## src/rtl/adder_result_fifo.sv

```systemverilog
// rtl/adder_result_fifo.sv - result checker and FIFO for ripple adder beats
module adder_result_fifo #(
    parameter int WIDTH = 2,
    parameter int DEPTH = 4,
    parameter int ERR_W = 16
) (
    input  logic                     clk,
    input  logic                     rst,
    input  logic                     in_valid,
    output logic                     in_ready,
    input  logic [WIDTH-1:0]         in_a,
    input  logic [WIDTH-1:0]         in_b,
    input  logic                     in_cin,
    input  logic [WIDTH-1:0]         in_sum,
    input  logic                     in_cout,
    output logic                     out_valid,
    input  logic                     out_ready,
    output logic [WIDTH-1:0]         out_a,
    output logic [WIDTH-1:0]         out_b,
    output logic                     out_cin,
    output logic [WIDTH-1:0]         out_sum,
    output logic                     out_cout,
    output logic                     out_err,
    output logic [ERR_W-1:0]         err_count,
    output logic [$clog2(DEPTH):0]   count
);

    localparam int AW = $clog2(DEPTH);
    localparam int CW = AW + 1;
    localparam int EW = 3 * WIDTH + 3;
    localparam logic [CW-1:0] FULL = CW'(DEPTH);

    logic [EW-1:0]    r_mem [DEPTH];
    logic [AW-1:0]    r_wr_ptr;
    logic [AW-1:0]    r_rd_ptr;
    logic [CW-1:0]    r_count;
    logic [ERR_W-1:0] r_err_count;

    logic             w_push;
    logic             w_pop;
    logic [WIDTH:0]   w_exp;
    logic             w_err;
    logic [EW-1:0]    w_entry;
    logic [EW-1:0]    w_head;

    assign in_ready  = (r_count != FULL);
    assign out_valid = (r_count != '0);
    assign w_push    = in_valid && in_ready;
    assign w_pop     = out_valid && out_ready;

    // Reference sum is one bit wider so the carry-out is checked as well
    assign w_exp   = {1'b0, in_a} + {1'b0, in_b} + {{WIDTH{1'b0}}, in_cin};
    assign w_err   = ({in_cout, in_sum} != w_exp);
    assign w_entry = {in_a, in_b, in_cin, in_sum, in_cout, w_err};

    always_ff @(posedge clk) begin
        if (rst) begin
            r_wr_ptr    <= '0;
            r_rd_ptr    <= '0;
            r_count     <= '0;
            r_err_count <= '0;
        end else begin
            if (w_push) begin
                r_wr_ptr <= r_wr_ptr + AW'(1);
            end
            if (w_pop) begin
                r_rd_ptr <= r_rd_ptr + AW'(1);
            end
            case ({w_push, w_pop})
                2'b10:   r_count <= r_count + CW'(1);
                2'b01:   r_count <= r_count - CW'(1);
                default: r_count <= r_count;
            endcase
            if (w_push && w_err && (r_err_count != '1)) begin
                r_err_count <= r_err_count + ERR_W'(1);
            end
        end
    end

    // Storage holds no reset; stale contents are masked by out_valid
    always_ff @(posedge clk) begin
        if (w_push) begin
            r_mem[r_wr_ptr] <= w_entry;
        end
    end

    assign w_head = out_valid ? r_mem[r_rd_ptr] : '0;

    always_comb begin
        out_a    = w_head[EW-1 -: WIDTH];
        out_b    = w_head[EW-1-WIDTH -: WIDTH];
        out_cin  = w_head[WIDTH+2];
        out_sum  = w_head[WIDTH+1 -: WIDTH];
        out_cout = w_head[1];
        out_err  = w_head[0];
    end

    assign err_count = r_err_count;
    assign count     = r_count;

endmodule
```

## config.mk

```make
export PLATFORM = sky130hd
export DESIGN_NAME = adder_result_fifo
export DESIGN_NICKNAME = d
export VERILOG_FILES = /design/src/rtl/adder_result_fifo.sv
export SDC_FILE = /design/constraint.sdc
export NUM_CORES = 1
export LEC_CHECK = 0
export ABC_CLOCK_PERIOD_IN_PS = 6350
export CAP_MARGIN = 10
export CORE_MARGIN = 3
export CORE_UTILIZATION = 60
export CTS_BUF_LIST = sky130_fd_sc_hd__clkbuf_2 sky130_fd_sc_hd__clkbuf_4 sky130_fd_sc_hd__clkbuf_8
export CTS_CLUSTER_SIZE = 12
export DETAILED_ROUTE_END_ITERATION = 10
export PLACE_DENSITY = 0.92
export SLEW_MARGIN = 10
export SYNTH_ARGS = -nofsm -noshare
export SYNTH_HDL_FRONTEND = slang
export SYNTH_SLANG_ARGS = --single-unit
```

## constraint.sdc

```tcl
create_clock -name clk -period 6.35 [get_ports clk]
set_input_delay 1.5875 -clock clk [delete_from_list [all_inputs] [get_ports clk]]
set_output_delay 1.5875 -clock clk [all_outputs]
set_load 0.1 [all_outputs]
```

==> impl_summary.txt <==
----------------------------------------------------
[Floorplanning]
  Number of top-level pins ... 42
  Area of the core region ... 0.00444 mm²
  Cell row count ... 24
  Die width ... 74.5 µm
  Die area ... 0.00554 mm²
  Die height ... 74.5 µm
  Initial standard-cell utilization of the core ... 63.3%

[Placed design]
  Post-detailed-placement half-perimeter wirelength ... 3520 µm
  Count of buffers from port buffering ... 41
  Post-detailed-placement cell area ... 0.00323 mm²
  Setup slack after placement ... 1.65 ns
  Final Wtd Congestion ... 0.818

[Yosys]
  Post-synthesis cell count ... 223
  Post-Syn Area ... 0.00281 mm²
  Post-synthesis compound-gate area fraction ... 3.43%
  Sequential-to-total area share from yosys stat ... 56.3%
  Post-synthesis net count ... 244
  Share of flip-flops with an asynchronous set or reset after synthesis ... 0%
  Basic-gate share of the synthesized area counting and, or, nand and nor cells ... 17.5%
  Parity-gate share of the synthesized area counting xor and xnor cells ... 2.49%
  Top FF cell, synth ... sky130_fd_sc_hd__edfxtp_1
  Netlist cell types ... 40
  Mux cell area share after synthesis ... 12.0%
  Synthesis warning total ... 0
  Adder and majority gate portion of the synthesized area ... 4.81%
  Largest family of logic cells by synthesized area ... simple AND/OR/NAND/NOR gates
  Number of synthesized flops with an enable pin ... 36
  Synthesized area divided by synthesized cell count ... 12.6 µm²
  Flip-flop and latch count after synthesis ... 61

[Global routing]
  Overall Global Routing Usage ... 21.8%
  Antenna violations before repair ... 0
  Largest net degree at the start of global routing ... 38
  Number of global-route vias before repair ... 1860
  First-pass GRT wire length ... 8750 µm
  Total grt overflow ... 0

[Clocking]
  Post-CTS Hold Fix Bufs ... 0
  Clock buffer depth ... 2
  Number of buffers inserted to repair setup after CTS ... 0
  Root Driver ... sky130_fd_sc_hd__clkbuf_8
  Post_cts resized ... 0
  Count of H-tree levels built during CTS ... 3
  Total CTS buffers ... 9
  TritonCTS sink count ... 61
  Latest clock arrival within the worst-skew pair ... 0.34 ns
  Clock input transition at the sequential cells of the worst setup and hold paths ... 0.07 ns
  Clock tree from TritonCTS ... done

[Finish]
  Fraction of final layout cells sized beyond drive strength 1 ... 14.1%
  Layout Area Growth over Synthesis ... 24.4%
  Final standard cell area without fillers ... 0.00350 mm²
  Final #Nets ... 286
  Antenna diode count ... 0
  Fill cells ... 288

[Setup path]
  Arrival time of the worst setup path ... 4.67 ns
  Worst flop-to-flop path endpoint ... count[2]
  Origin of the critical flop-to-flop path ... count[2]
  Startpoint-to-endpoint class of the critical path ... input port to flip-flop
  Buffers and inverters on the worst path ... 2
  Data required time at the worst endpoint ... 6.58 ns
  Startpoint type of the worst setup path ... input port
  Max incr delay on CP ... 0.57 ns
  Cell type with the highest occurrence count on the critical path ... sky130_fd_sc_hd__fa_1
  Depth of the worst register-to-register path ... 9
  Endpoint class of the critical path ... flip-flop
  Cell Chain, Critical Path ... clkdlybuf4s50_1, fa_1, inv_1, fa_1, xor2_1, a311o_1, nor4_1, mux2_2
  Worst setup slack for register-to-register paths ... 3.96 ns
  Crit-path leading delay family ... adder cells
  Worst Path Max Fanout ... 19
  Slowest cell on crit path ... sky130_fd_sc_hd__a311o_1

[STA]
  Period utilisation layout ... 70.0%
  Unrepaired setup endpoints after global routing ... no
  Setup violators final ... 0
  Final Worst Setup Slack ... 1.90 ns
  Slew Limit Headroom ... 24.8%
  Final hold violations ... 0
  Clock period minus worst slack ... 4.45 ns
  Worst Clk Skew ... 0.00657 ns
  Fmax achieved ... 225 MHz
  Post-Route Setup TNS ... 0 ns
  Final-layout worst hold slack ... 0.509 ns
  Pin slew with the least headroom to its limit ... 1.12 ns
  Slew Limit Fails ... 0

[Routing]
  Count of nets left with antenna violations after detail routing ... 0
  Detailed-route via count ... 1860
  WL per Instance ... 16.3 µm
  DR DRC count ... 0
  Post-DR vias/cell ... 5.78
  Wire length reported by the detailed router ... 5250 µm
  Initial DRT Pass Iterations ... 5
  Initial DRC Count ... 105

[Hold path]
  Cells on Worst Hold Path ... 2
  Startpoint of the tightest hold check path ... count[2]
  Hold/Removal Path Class ... flip-flop to flip-flop
  Min-Delay Endpoint ... count[2]

[Power and ir drop]
  Post-layout power ... 1.69 mW
  Cell area power density ... 483 mW/mm²
  Worst ir drop on vdd ... 304 µV
  Leak ... 1.22 nW

[Run]
  Number of max-capacitance violations reported ... 0

[Run status]
  Status ... completed

----------------------------------------------------
## layout by cell type, fill, tap and decap left out, types with 4 or more instances in the layout
cell type / instances
sky130_fd_sc_hd__a21oi_1: 6
sky130_fd_sc_hd__and2_1: 10
sky130_fd_sc_hd__and3_1: 4
sky130_fd_sc_hd__bufinv_16: 4
sky130_fd_sc_hd__clkbuf_8: 10
sky130_fd_sc_hd__clkdlybuf4s50_1: 40
sky130_fd_sc_hd__dfxtp_1: 25
sky130_fd_sc_hd__edfxtp_1: 36
sky130_fd_sc_hd__ha_1: 6
sky130_fd_sc_hd__inv_1: 12
sky130_fd_sc_hd__mux2_2: 9
sky130_fd_sc_hd__mux4_2: 9
sky130_fd_sc_hd__nand2_1: 5
sky130_fd_sc_hd__nand3_1: 9
sky130_fd_sc_hd__nand4_1: 4
sky130_fd_sc_hd__nor2_1: 20
sky130_fd_sc_hd__nor2b_1: 10
sky130_fd_sc_hd__nor3_1: 4
sky130_fd_sc_hd__nor4_1: 7
sky130_fd_sc_hd__xor2_1: 5
## worst max path at each step
stage	from	end	cells past startpoint
2_1_floorplan	count[0]	out_a[0]	3
3_3_place_gp	in_a[0]	err_count[8]	8
3_5_place_dp	in_a[0]	err_count[8]	8
4_1_cts	in_a[0]	err_count[13]	8
5_1_grt	in_a[0]	err_count[8]	8
6_report	in_a[0]	err_count[13]	8
## area by class of cell
type	count	area [µm²]	share of cell area, %
Sequential cell	61	1580	45.2
Multi-Input combinational cell	140	1130	32.3
Timing Repair Buffer	41	405	11.6
Clock buffer	10	138	3.93
Clock inverter	6	134	3.83
Tap cell	52	65.1	1.86
Inverter	12	45.0	1.29
## logic make-up after synthesis
family,after synthesis
compound gates,14
buf+inv,22
mux,21
flops,61
xor+xnor,8
fa+ha+maj,9
simple gates,88
## cells in the mapped netlist (all sizes together), types with 2 or more instances
| master | number | area share [%] |
|---|---|---|
| a21oi | 6 | 1.1 |
| and2 | 10 | 2.2 |
| and3 | 4 | 0.89 |
| and4 | 2 | 0.62 |
| buf | 5 | 1.3 |
| clkbuf | 5 | 0.67 |
| dfxtp | 25 | 18 |
| edfxtp | 36 | 38 |
| fa | 3 | 2.1 |
| ha | 6 | 2.7 |
| inv | 12 | 1.6 |
| mux2 | 11 | 4.4 |
| mux4 | 9 | 7.2 |
| nand2 | 5 | 0.67 |
| nand2b | 3 | 0.67 |
| nand3 | 9 | 1.6 |
| nand4 | 4 | 0.89 |
| nor2 | 20 | 2.7 |
| nor2b | 10 | 2.2 |
| nor3 | 4 | 0.71 |
| nor3b | 3 | 0.80 |
| nor4 | 8 | 2.0 |
| o31ai | 2 | 0.53 |
| or3 | 2 | 0.44 |
| or4 | 2 | 0.53 |
| xnor2 | 3 | 0.93 |
| xor2 | 5 | 1.6 |
## metrics by stage
step,std cells,utilization [%]
floorplan,223,-
global placement,306,72.7
detailed placement,306,72.7
CTS,322,78.8
global route,322,78.7
finish,322,78.7
## layer usage
metal | routed length (µm) | GRT usage, % | vias up | share of wire (%)
met5 | 0 | 0 | - | 0
met4 | 71 | 8.70 | 0 | 1.4
met3 | 306 | 7.84 | 6 | 5.8
met2 | 2630 | 35.5 | 63 | 50
met1 | 2240 | 26.5 | 896 | 43
li1 | - | - | 895 | -
## sequential cells by signal, indices dropped and copies added, names as in the netlist, named ones only
| signal | count |
|---|---|
| err_count | 16 |
| r_wr_ptr | 2 |
| r_rd_ptr | 2 |
| count | 3 |
| r_mem | 36 |
## report_power, final
group	internal, mW	switching [mW]	total, mW
clock	0.311	0.152	0.463
combinational	0.193	0.526	0.719
sequential	0.466	0.0414	0.507
total	0.970	0.719	1.69
## worst min-delay path, cell delays in order, from the launching register on
cell,delay [ns]
sky130_fd_sc_hd__dfxtp_1,0.33
sky130_fd_sc_hd__o21ai_0,0.07
sky130_fd_sc_hd__a21oi_1,0.06
Note: power is estimated with default switching activity, not from simulation.
